===== src/rtl/misr_pkg.sv =====
// Shared types and constants for the multi-lane MISR signature engine.
package misr_pkg;

  typedef enum logic [1:0] {IDLE, RUN, CMP, DONE} misr_state_e;

  // Commonly used feedback polynomials (implicit x^N term omitted), handy for poly_i.
  localparam logic [3:0]  POLY_N4  = 4'h3;
  localparam logic [7:0]  POLY_N8  = 8'h1D;
  localparam logic [15:0] POLY_N16 = 16'h1021;
  localparam logic [31:0] POLY_N32 = 32'h04C1_1DB7;
  localparam logic [63:0] POLY_N64 = 64'h1B;

endpackage


===== src/rtl/misr_lane.sv =====
// One N-bit MISR lane: shift-left with polynomial feedback from the MSB, data XORed in.
module misr_lane #(
  parameter int N = 64
) (
  input  logic         clk,
  input  logic         rst,
  input  logic [N-1:0] seed,
  input  logic         load,
  input  logic         en,
  input  logic [N-1:0] poly,
  input  logic [N-1:0] din,
  output logic [N-1:0] q
);

  logic [N-1:0] d;

  assign d = din ^ (poly & {N{q[N-1]}}) ^ {q[N-2:0], 1'b0};

  always_ff @(posedge clk) begin
    if (rst || load) begin
      q <= seed;
    end else if (en) begin
      q <= d;
    end
  end

endmodule


===== src/rtl/multi_lane_misr_ctrl.sv =====
// Session controller around NUM_CH MISR lanes: counts beats, compares against golden
// signatures and reports pass/fail.
module multi_lane_misr_ctrl
  import misr_pkg::*;
#(
  parameter int           N      = 64,
  parameter int           NUM_CH = 4,
  parameter int           CNT_W  = 32,
  parameter logic [N-1:0] SEED   = N'(1)
) (
  input  logic                clk,
  input  logic                rst,
  input  logic                start_i,
  input  logic                abort_i,
  input  logic [CNT_W-1:0]    num_cycles_i,
  input  logic [N-1:0]        poly_i,
  input  logic [NUM_CH-1:0]   lane_en_i,
  input  logic                valid_i,
  input  logic [NUM_CH*N-1:0] data_i,
  input  logic [NUM_CH*N-1:0] golden_i,
  output logic                ready_o,
  output logic                busy_o,
  output logic                done_o,
  output logic                pass_o,
  output logic [NUM_CH-1:0]   fail_mask_o,
  output logic [CNT_W-1:0]    beat_cnt_o,
  output logic [NUM_CH*N-1:0] sig_o
);

  misr_state_e state, next_state;

  logic [CNT_W-1:0]  num_cycles_q;
  logic [N-1:0]      poly_q;
  logic [NUM_CH-1:0] lane_en_q;
  logic [NUM_CH-1:0] mismatch;
  logic              start_acc;
  logic              consume;
  logic              last_beat;

  assign start_acc = (state == IDLE || state == DONE) && start_i && !abort_i;
  // An abort in the same cycle as a beat discards the beat so lanes stay as they were.
  assign consume   = valid_i && ready_o && !abort_i;
  assign last_beat = (beat_cnt_o == num_cycles_q - CNT_W'(1));

  always_ff @(posedge clk) begin
    if (rst) begin
      state <= IDLE;
    end else begin
      state <= next_state;
    end
  end

  always_comb begin
    next_state = state;
    if (abort_i) begin
      next_state = IDLE;
    end else begin
      case (state)
        IDLE, DONE: if (start_i) next_state = (num_cycles_i == '0) ? CMP : RUN;
        RUN:        if (consume && last_beat) next_state = CMP;
        CMP:        next_state = DONE;
        default:    next_state = IDLE;
      endcase
    end
  end

  always_comb begin
    ready_o = (state == RUN);
    busy_o  = (state == RUN) || (state == CMP);
  end

  // Session configuration, beat counter and the registered verdict.
  always_ff @(posedge clk) begin
    if (rst) begin
      num_cycles_q <= '0;
      poly_q       <= '0;
      lane_en_q    <= '0;
      beat_cnt_o   <= '0;
      done_o       <= 1'b0;
      pass_o       <= 1'b0;
      fail_mask_o  <= '0;
    end else begin
      if (abort_i) begin
        done_o      <= 1'b0;
        pass_o      <= 1'b0;
        fail_mask_o <= '0;
      end else if (start_acc) begin
        num_cycles_q <= num_cycles_i;
        poly_q       <= poly_i;
        lane_en_q    <= lane_en_i;
        beat_cnt_o   <= '0;
        done_o       <= 1'b0;
        pass_o       <= 1'b0;
        fail_mask_o  <= '0;
      end else if (state == CMP) begin
        fail_mask_o <= mismatch;
        pass_o      <= ~|mismatch;
        done_o      <= 1'b1;
      end
      if (consume) begin
        beat_cnt_o <= beat_cnt_o + CNT_W'(1);
      end
    end
  end

  for (genvar c = 0; c < NUM_CH; c++) begin : g_lane
    misr_lane #(.N(N)) u_lane (
      .clk  (clk),
      .rst  (rst),
      .seed (SEED),
      .load (start_acc),
      .en   (consume && lane_en_q[c]),
      .poly (poly_q),
      .din  (data_i[c*N +: N]),
      .q    (sig_o[c*N +: N])
    );

    assign mismatch[c] = lane_en_q[c] && (sig_o[c*N +: N] != golden_i[c*N +: N]);
  end

endmodule


===== config.mk =====
export PLATFORM = sky130hd
export DESIGN_NAME = multi_lane_misr_ctrl
export DESIGN_NICKNAME = d
export VERILOG_FILES = /design/src/rtl/misr_pkg.sv /design/src/rtl/misr_lane.sv /design/src/rtl/multi_lane_misr_ctrl.sv
export SDC_FILE = /design/constraint.sdc
export NUM_CORES = 1
export LEC_CHECK = 0
export BUFFER_PORTS_ARGS = -buffer_cell sky130_fd_sc_hd__buf_2
export CORE_AREA = 2 2 359 361
export CTS_CLUSTER_DIAMETER = 200
export CTS_CLUSTER_SIZE = 24
export DETAILED_ROUTE_END_ITERATION = 8
export DIE_AREA = 0 0 361 363
export HOLD_SLACK_MARGIN = 0.15
export MAX_ROUTING_LAYER = met4
export PLACE_DENSITY_LB_ADDON = 0.05
export SYNTH_ARGS = -nofsm -noshare
export SYNTH_HDL_FRONTEND = slang
export SYNTH_SLANG_ARGS = --single-unit

===== constraint.sdc =====
create_clock -name clk -period 2.7 [get_ports clk]
set_input_delay 0.135 -clock clk [delete_from_list [all_inputs] [get_ports clk]]
set_output_delay 0.135 -clock clk [all_outputs]
set_load 0.01 [all_outputs]

==> results by group, run 1 <==
Detailed routing
  – WL/cell: 27.05 µm
  – Post-Route WL: 168200 µm
  – DR vias: 26.43k
  – Drt first pass iters: 5
  – Post-route DRC: 0
  – DRT iter0 DRCs: 1645
  – Vias/cell: 4.252
  – ANT nets after route: 0

Layout
  – Area Growth Syn to Fin: 55.18%
  – Most common cell after layout, fill and taps aside: buf_2
  – Commonest non-fill, non-tap cells in the layout: 911 x buf_2, 680 x xnor2_1, 550 x nor2_1, 496 x nand2_1, 391 x dfxtp_1
  – Layout Cells excl Fill: 6217
  – Layout cells sized above 1: 0.2779
  – Nets@finish: 5136

Pwr
  – Sw frac: 0.3209
  – Combinational share of power: 0.222
  – Pwr dens: 355.8 mW/mm²
  – Int Power: 8.782 mW
  – Total power: 12.93 mW
  – Net Sw Power: 4.150 mW
  – Pleak: 14.85 nW
  – Clock power frac: 0.301
  – Peak supply drop: 0.0004074 V
  – Reg power frac: 0.476

Setup path
  – CP delay by family, top: simple AND/OR/NAND/NOR gates
  – RR Startpoint: num_cycles_q[1]
  – Crit-path max cell delay: 0.50 ns
  – CP Buf/Inv Count: 1
  – CP Cell Sequence: inv_2, ha_4, or4b_4, or4_4, nor4b_4, xnor2_1, a21oi_1, a21oi_1, o31a_1, mux2i_1
  – CP most frequent cell: a21oi_1
  – CP Launch Type: flop
  – Worst Setup End Kind: flop
  – Slowest stage cell, crit path: or4b_4
  – Critical path type: flop to flop
  – Req. time, crit path: 3.23 ns
  – RR Endpoint: state[0]
  – Flop2flop setup slack: -0.07 ns
  – Arrival time at the worst endpoint: 3.30 ns
  – CP Max Fanout: 5
  – Reg2Reg Depth: 10

Run status
  – Status: finished with violations
  – Failing checks: negative setup slack

GRT
  – GRT Residual Overflow: 0
  – First-pass GRT wire length: 222500 µm
  – Vias in the first global route: 26.47k
  – GRT Util Overall: 0.2529
  – Initial antenna violation count: 51
  – Largest net degree at the start of global routing: 70

Synth
  – Count of cell types in the netlist: 55
  – Post-synth EDFFs: 0
  – Synthesized cell area: 0.02342 mm²
  – Synthesis Warnings: 0
  – Async SR Flop Fraction: 0
  – Mean post-synth cell area: 7.570 µm²
  – Seq/Total Area, Yosys: 0.3385
  – Seq cells post-synth: 396
  – Synth Net Count: 3715
  – Post-synthesis cell count: 3094
  – Primary FF master, synth: dfxtp_1

Floorplan
  – Chip Height: 363 µm
  – Area of the core: 0.1270 mm²
  – Top Ports: 913
  – Die ar.: 0.1310 mm²
  – Initial core utilization: 0.1844
  – Site row count: 131
  – Die W: 361 µm

Clock network
  – H-tree levels: 1
  – CTS tree: done
  – CTS clk-pin slew, worst paths: 0.12 ns
  – CTS Buffer Depth: 3
  – TritonCTS Sinks: 396
  – CTS Buf Count: 20
  – Clk_lat worst skew: 0.63 ns
  – Clk root buf: clkbuf_16

Timing
  – F_max: 360.8 MHz
  – Setup TNS: -0.1407 ns
  – Clk_skew: 0.02950 ns
  – Tcrit/Tclk final: 1.027
  – Slew HR: 0.2431
  – Tightest Pin Transition: 1.131 ns
  – Hold WS: 0.1982 ns
  – Tmin final: 2.772 ns
  – Unrepaired setup endpoints after global routing: yes
  – Final count of hold timing violations: 0
  – Final number of max-transition violations: 0
  – Final worst slack: -0.07185 ns
  – Final setup viols: 2

Placed design
  – # placed instances: 5770
  – Final HPWL DP: 136300 µm
  – GPL Wtd Cong: 0.8600
  – DP Worst Slack: -0.2013 ns
  – I/O Buffers: 912

Hold path
  – Worst Hold End: g_lane[3].u_lane.q[32]
  – Hold Crit Start: data_i[224]
  – Hold Path Depth: 6
  – Worst min path class: input port to flop

Job
  – # Max-Cap Violations: 0
kinds of logic (layout without fill, tap and decap cells):
| logic type | Yosys count | in the layout | synth area share |
|---|---|---|---|
| fa+ha+maj | 4 | 4 | 0.002137 |
| other cells | 0 | 39 | 0 |
| simple gates | 1258 | 1258 | 0.2249 |
| buf+inv | 177 | 1599 | 0.02842 |
| compound gates | 444 | 444 | 0.09979 |
| xor+xnor | 795 | 795 | 0.2973 |
| mux | 20 | 20 | 0.008975 |
| flops | 396 | 396 | 0.3385 |
layer usage:
layer  vias to the layer above  GRT usage  wire length (µm)
met3                       122    0.04310              9084
li1                      12913          -                 -
met5                         -          -                 0
met2                       821     0.4177             79740
met1                     12576     0.3202             75030
met4                         0    0.06063              4343
metrics by stage:
stage	cell area [µm²]	utilization
6_report	36340	0.2861
5_1_grt	36320	0.2859
4_1_cts	36210	0.2850
3_5_place_dp	31770	0.2501
3_3_place_gp	31770	0.2501
2_1_floorplan	23440	-
layout make-up:
type / instances / area, µm²
antenna: 39 / 97.59
clock buffer: 22 / 529.3
tap: 1662 / 2079
timing repair buffer: 1562 / 10660
inverter: 14 / 52.55
sequential: 396 / 7936
multi-input combinational: 2521 / 14980
fill: 14337 / 90680
clock inverter: 1 / 16.27
Yosys cell counts, types with 10 or more instances:
master,instances,share of area
xnor2_1,680,0.25
nor2_1,552,0.088
nand2_1,500,0.080
dfxtp_1,396,0.34
a21oi_1,381,0.081
clkbuf_1,146,0.023
xor2_1,115,0.043
nand4_1,57,0.015
nor4_1,49,0.013
nand3_1,26,0.0056
o21ai_0,23,0.0049
buf_1,16,0.0026
inv_1,14,0.0022
mux2i_1,12,0.0051
nor3_1,12,0.0026
or3_1,12,0.0032
o211ai_1,10,0.0032
or2_2,10,0.0027
power by group through the flow:
stage,Sequential (mW),Clock [mW],Combinational [mW]
after floorplan,6.14,0,1.07
after global placement,6.30,0,2.38
after detailed placement,6.31,0,2.37
after CTS,6.17,4.13,2.90
after global routing,6.18,4.22,3.09
final,6.16,3.90,2.87
tightest hold or removal path: cells and delay by family:
family                    cells  cell delay, ns
and+or+nand+nor               2            0.19
AOI/OAI and AO/OA             1            0.09
xor gates and xnor gates      2            0.29
buffers and inverters         1            0.09
timing repair:
item,CTS,global route
hold buffers,382,0
endpoints found under the hold margin,357,0
resized for setup,11,8
setup buffers,2,1
endpoints found under the setup margin,4,14
pin swaps,2,4
worst max-delay path by stage:
stage | start | end | slack (ns) | depth (start not counted)
after global placement | num_cycles_q[1] | state[0] | -0.19 | 10
after global routing | num_cycles_q[1] | state[1] | -0.17 | 10
after detailed placement | num_cycles_q[1] | state[0] | -0.20 | 10
after floorplan | num_cycles_q[1] | state[0] | 0.005 | 11
after CTS | num_cycles_q[1] | state[0] | -0.09 | 10
final | num_cycles_q[1] | state[0] | -0.07 | 10
registers in the layout, summed over array words and instances, names as in the netlist, 2 cells and up:
| name | flops |
|---|---|
| fail_mask_o | 4 |
| lane_en_q | 4 |
| poly_q | 64 |
| g_lane.u_lane.q | 256 |
| state | 2 |
| num_cycles_q | 32 |
| beat_cnt_o | 32 |
(Power assumes the default switching activity.)
==> inputs of run 2 (changes only) <==
--- a/config.mk
+++ b/config.mk
@@ -6,11 +6,12 @@
 export NUM_CORES = 1
 export LEC_CHECK = 0
 export BUFFER_PORTS_ARGS = -buffer_cell sky130_fd_sc_hd__buf_2
-export CORE_AREA = 2 2 359 361
+export CORE_AREA = 2 2 355 357
+export CTS_BUF_LIST = sky130_fd_sc_hd__clkbuf_4
 export CTS_CLUSTER_DIAMETER = 200
 export CTS_CLUSTER_SIZE = 24
 export DETAILED_ROUTE_END_ITERATION = 8
-export DIE_AREA = 0 0 361 363
+export DIE_AREA = 0 0 357 359
 export HOLD_SLACK_MARGIN = 0.15
 export MAX_ROUTING_LAYER = met4
 export PLACE_DENSITY_LB_ADDON = 0.05
==> constraint.sdc (replaced) <==
create_clock -name clk -period 2.7 [get_ports clk]
set_input_delay 0.135 -clock clk [delete_from_list [all_inputs] [get_ports clk]]
set_output_delay 0.135 -clock clk [all_outputs]
set_load 0.05 [all_outputs]
==> run 2 against run 1 <==
Net effect: the run still ends with negative setup slack left; sequential power rose by 1%; die area fell by 2.2%; clock skew rose by 0.051 ns; combinational power rose by 22%; flip-flop and latch count did not move; design area rose by 17%; sequential share of layout area fell by 3.1 points; critical path type unchanged; critical endpoint unchanged; highest routed layer unchanged.
==> results by group, run 2 (same netlist as run 1, synthesis figures left out) <==
Run status
  – Status: finished with violations
  – Failing checks: negative setup slack

Setup path
  – Arrival time at the worst endpoint: 3.73 ns
  – Worst Setup End Kind: flop
  – CP Max Fanout: 4
  – Critical path type: flop to flop
  – CP Cell Sequence: or4_1, nor4b_2, nand4b_1, xnor2_1, a2111oi_1, nand4b_1, o31a_1, mux2i_1
  – Slowest stage cell, crit path: or4_1
  – Reg2Reg Depth: 8
  – Crit-path max cell delay: 0.61 ns
  – Req. time, crit path: 3.64 ns
  – CP Launch Type: flop
  – CP most frequent cell: nand4b_1

Pwr
  – Peak supply drop: 0.0002568 V
  – Pwr dens: 294.1 mW/mm²
  – Pleak: 16.99 nW

Timing
  – F_max: 359.4 MHz
  – Unrepaired setup endpoints after global routing: yes
  – Clk_skew: 0.08084 ns
  – Setup TNS: -0.1556 ns
  – Final worst slack: -0.08274 ns
  – Tightest Pin Transition: 0.9507 ns
  – Final number of max-transition violations: 0
  – Tcrit/Tclk final: 1.031
  – Slew HR: 0.3653
  – Final count of hold timing violations: 0
  – Hold WS: 0.1773 ns
  – Tmin final: 2.783 ns
  – Final setup viols: 2

Job
  – # Max-Cap Violations: 0

Layout
  – Finished Cell Area: 0.04235 mm²
  – Reg with most FFs: g_lane.u_lane.q
  – Area Growth Syn to Fin: 80.80%
  – Util after Layout: 0.3399
  – Largest register FFs: 256
  – Layout cells sized above 1: 0.2488
  – Most common cell after layout, fill and taps aside: dlygate4sd3_1
  – Top Registers: g_lane.u_lane.q (256), poly_q (64)
  – Nets@finish: 5761
  – Commonest non-fill, non-tap cells in the layout: 995 x dlygate4sd3_1, 911 x buf_2, 679 x xnor2_1, 550 x nor2_1, 496 x nand2_1

Detailed routing
  – DR vias: 29.18k
  – Vias/cell: 4.272
  – ANT nets after route: 0
  – DRT iter0 DRCs: 1856
  – Post-Route WL: 170600 µm
  – Post-route DRC: 0
  – Drt first pass iters: 6
  – WL/cell: 24.97 µm

GRT
  – Initial antenna violation count: 45
  – GRT Residual Overflow: 0
  – First-pass GRT wire length: 229300 µm
  – Vias in the first global route: 29.21k
  – GRT Util Overall: 0.2616
  – Largest net degree at the start of global routing: 101

Floorplan
  – Die W: 357 µm
  – Top Ports: 913
  – Die ar.: 0.1282 mm²
  – Initial core utilization: 0.1880
  – Site row count: 130
  – Chip Height: 359 µm
  – Area of the core: 0.1246 mm²

Clock network
  – CTS Buffer Depth: 3
  – Clk root buf: clkbuf_4
  – CTS Buf Count: 20
  – H-tree levels: 1
  – Clk_lat worst skew: 1.02 ns
  – CTS tree: done
  – TritonCTS Sinks: 396
  – CTS clk-pin slew, worst paths: 0.32 ns

Placed design
  – Cell Area, Placed: 0.03182 mm²
  – Final HPWL DP: 134700 µm
  – I/O Buffers: 912
  – GPL Wtd Cong: 0.8820

Hold path
  – Worst min path class: input port to flop
  – Hold Path Depth: 8
## run 2: power breakdown
group	total (mW)	switching, mW	internal (mW)
clock network	2.73	2.35	0.382
registers	6.23	0.270	5.96
logic	3.50	1.56	1.94
total	12.5	4.17	8.28
## run 2: repair_timing
item | in CTS | in global routing
hold endpoints to repair | 396 | 2
gates resized for setup | 10 | 19
setup buffers | 2 | 10
endpoints found under the setup margin | 4 | 86
hold buffers | 979 | 16
pin swaps | 0 | 5
cloned | 0 | 2
## run 2: through the flow
step                setup slack, ns  power (mW)  std cells
CTS                        -0.09426       12.59       6763
floorplan                  0.003433       7.233       3094
global route                -0.2775       13.00       6824
finish                     -0.08274       12.45       6830
detailed placement          -0.1760       8.709       5759
global placement            -0.1842       8.724       5759
## run 2: worst paths after layout
check                                 startpoint    endpoint  slack [ns]
worst min-delay path               golden_i[140]      pass_o        0.18
worst min register to register        poly_q[61]  poly_q[61]        0.48
worst max register to register  num_cycles_q[19]    state[0]       -0.08
worst max-delay path            num_cycles_q[19]    state[0]       -0.08
## run 2: layout make-up
type / count / area [µm²]
Multi-Input combinational cell: 2521 / 15010
Clock buffer: 22 / 165.2
Fill cell: 13776 / 82250
Sequential cell: 396 / 7950
Inverter: 14 / 52.55
Antenna cell: 39 / 97.59
Tap cell: 1650 / 2064
Timing Repair Buffer: 2187 / 16990
Clock inverter: 1 / 16.27
## run 2: layer usage
metal | part of all wire | wire length (µm) | vias up | GRT usage
li1 | - | - | 14154 | -
met1 | 0.44 | 75840 | 14019 | 0.3342
met2 | 0.48 | 81720 | 879 | 0.4383
met3 | 0.049 | 8415 | 123 | 0.03005
met4 | 0.027 | 4579 | 0 | 0.06237
met5 | 0 | 0 | - | -
## run 2: critical path, delay by kind of cell (launching register included)
family	cells	cell delay, ns
multiplexers	1	0.16
flip-flops	1	0.37
XOR/XNOR	1	0.17
AO/OA/AOI/OAI	2	0.70
AND/OR/NAND/NOR	4	1.38
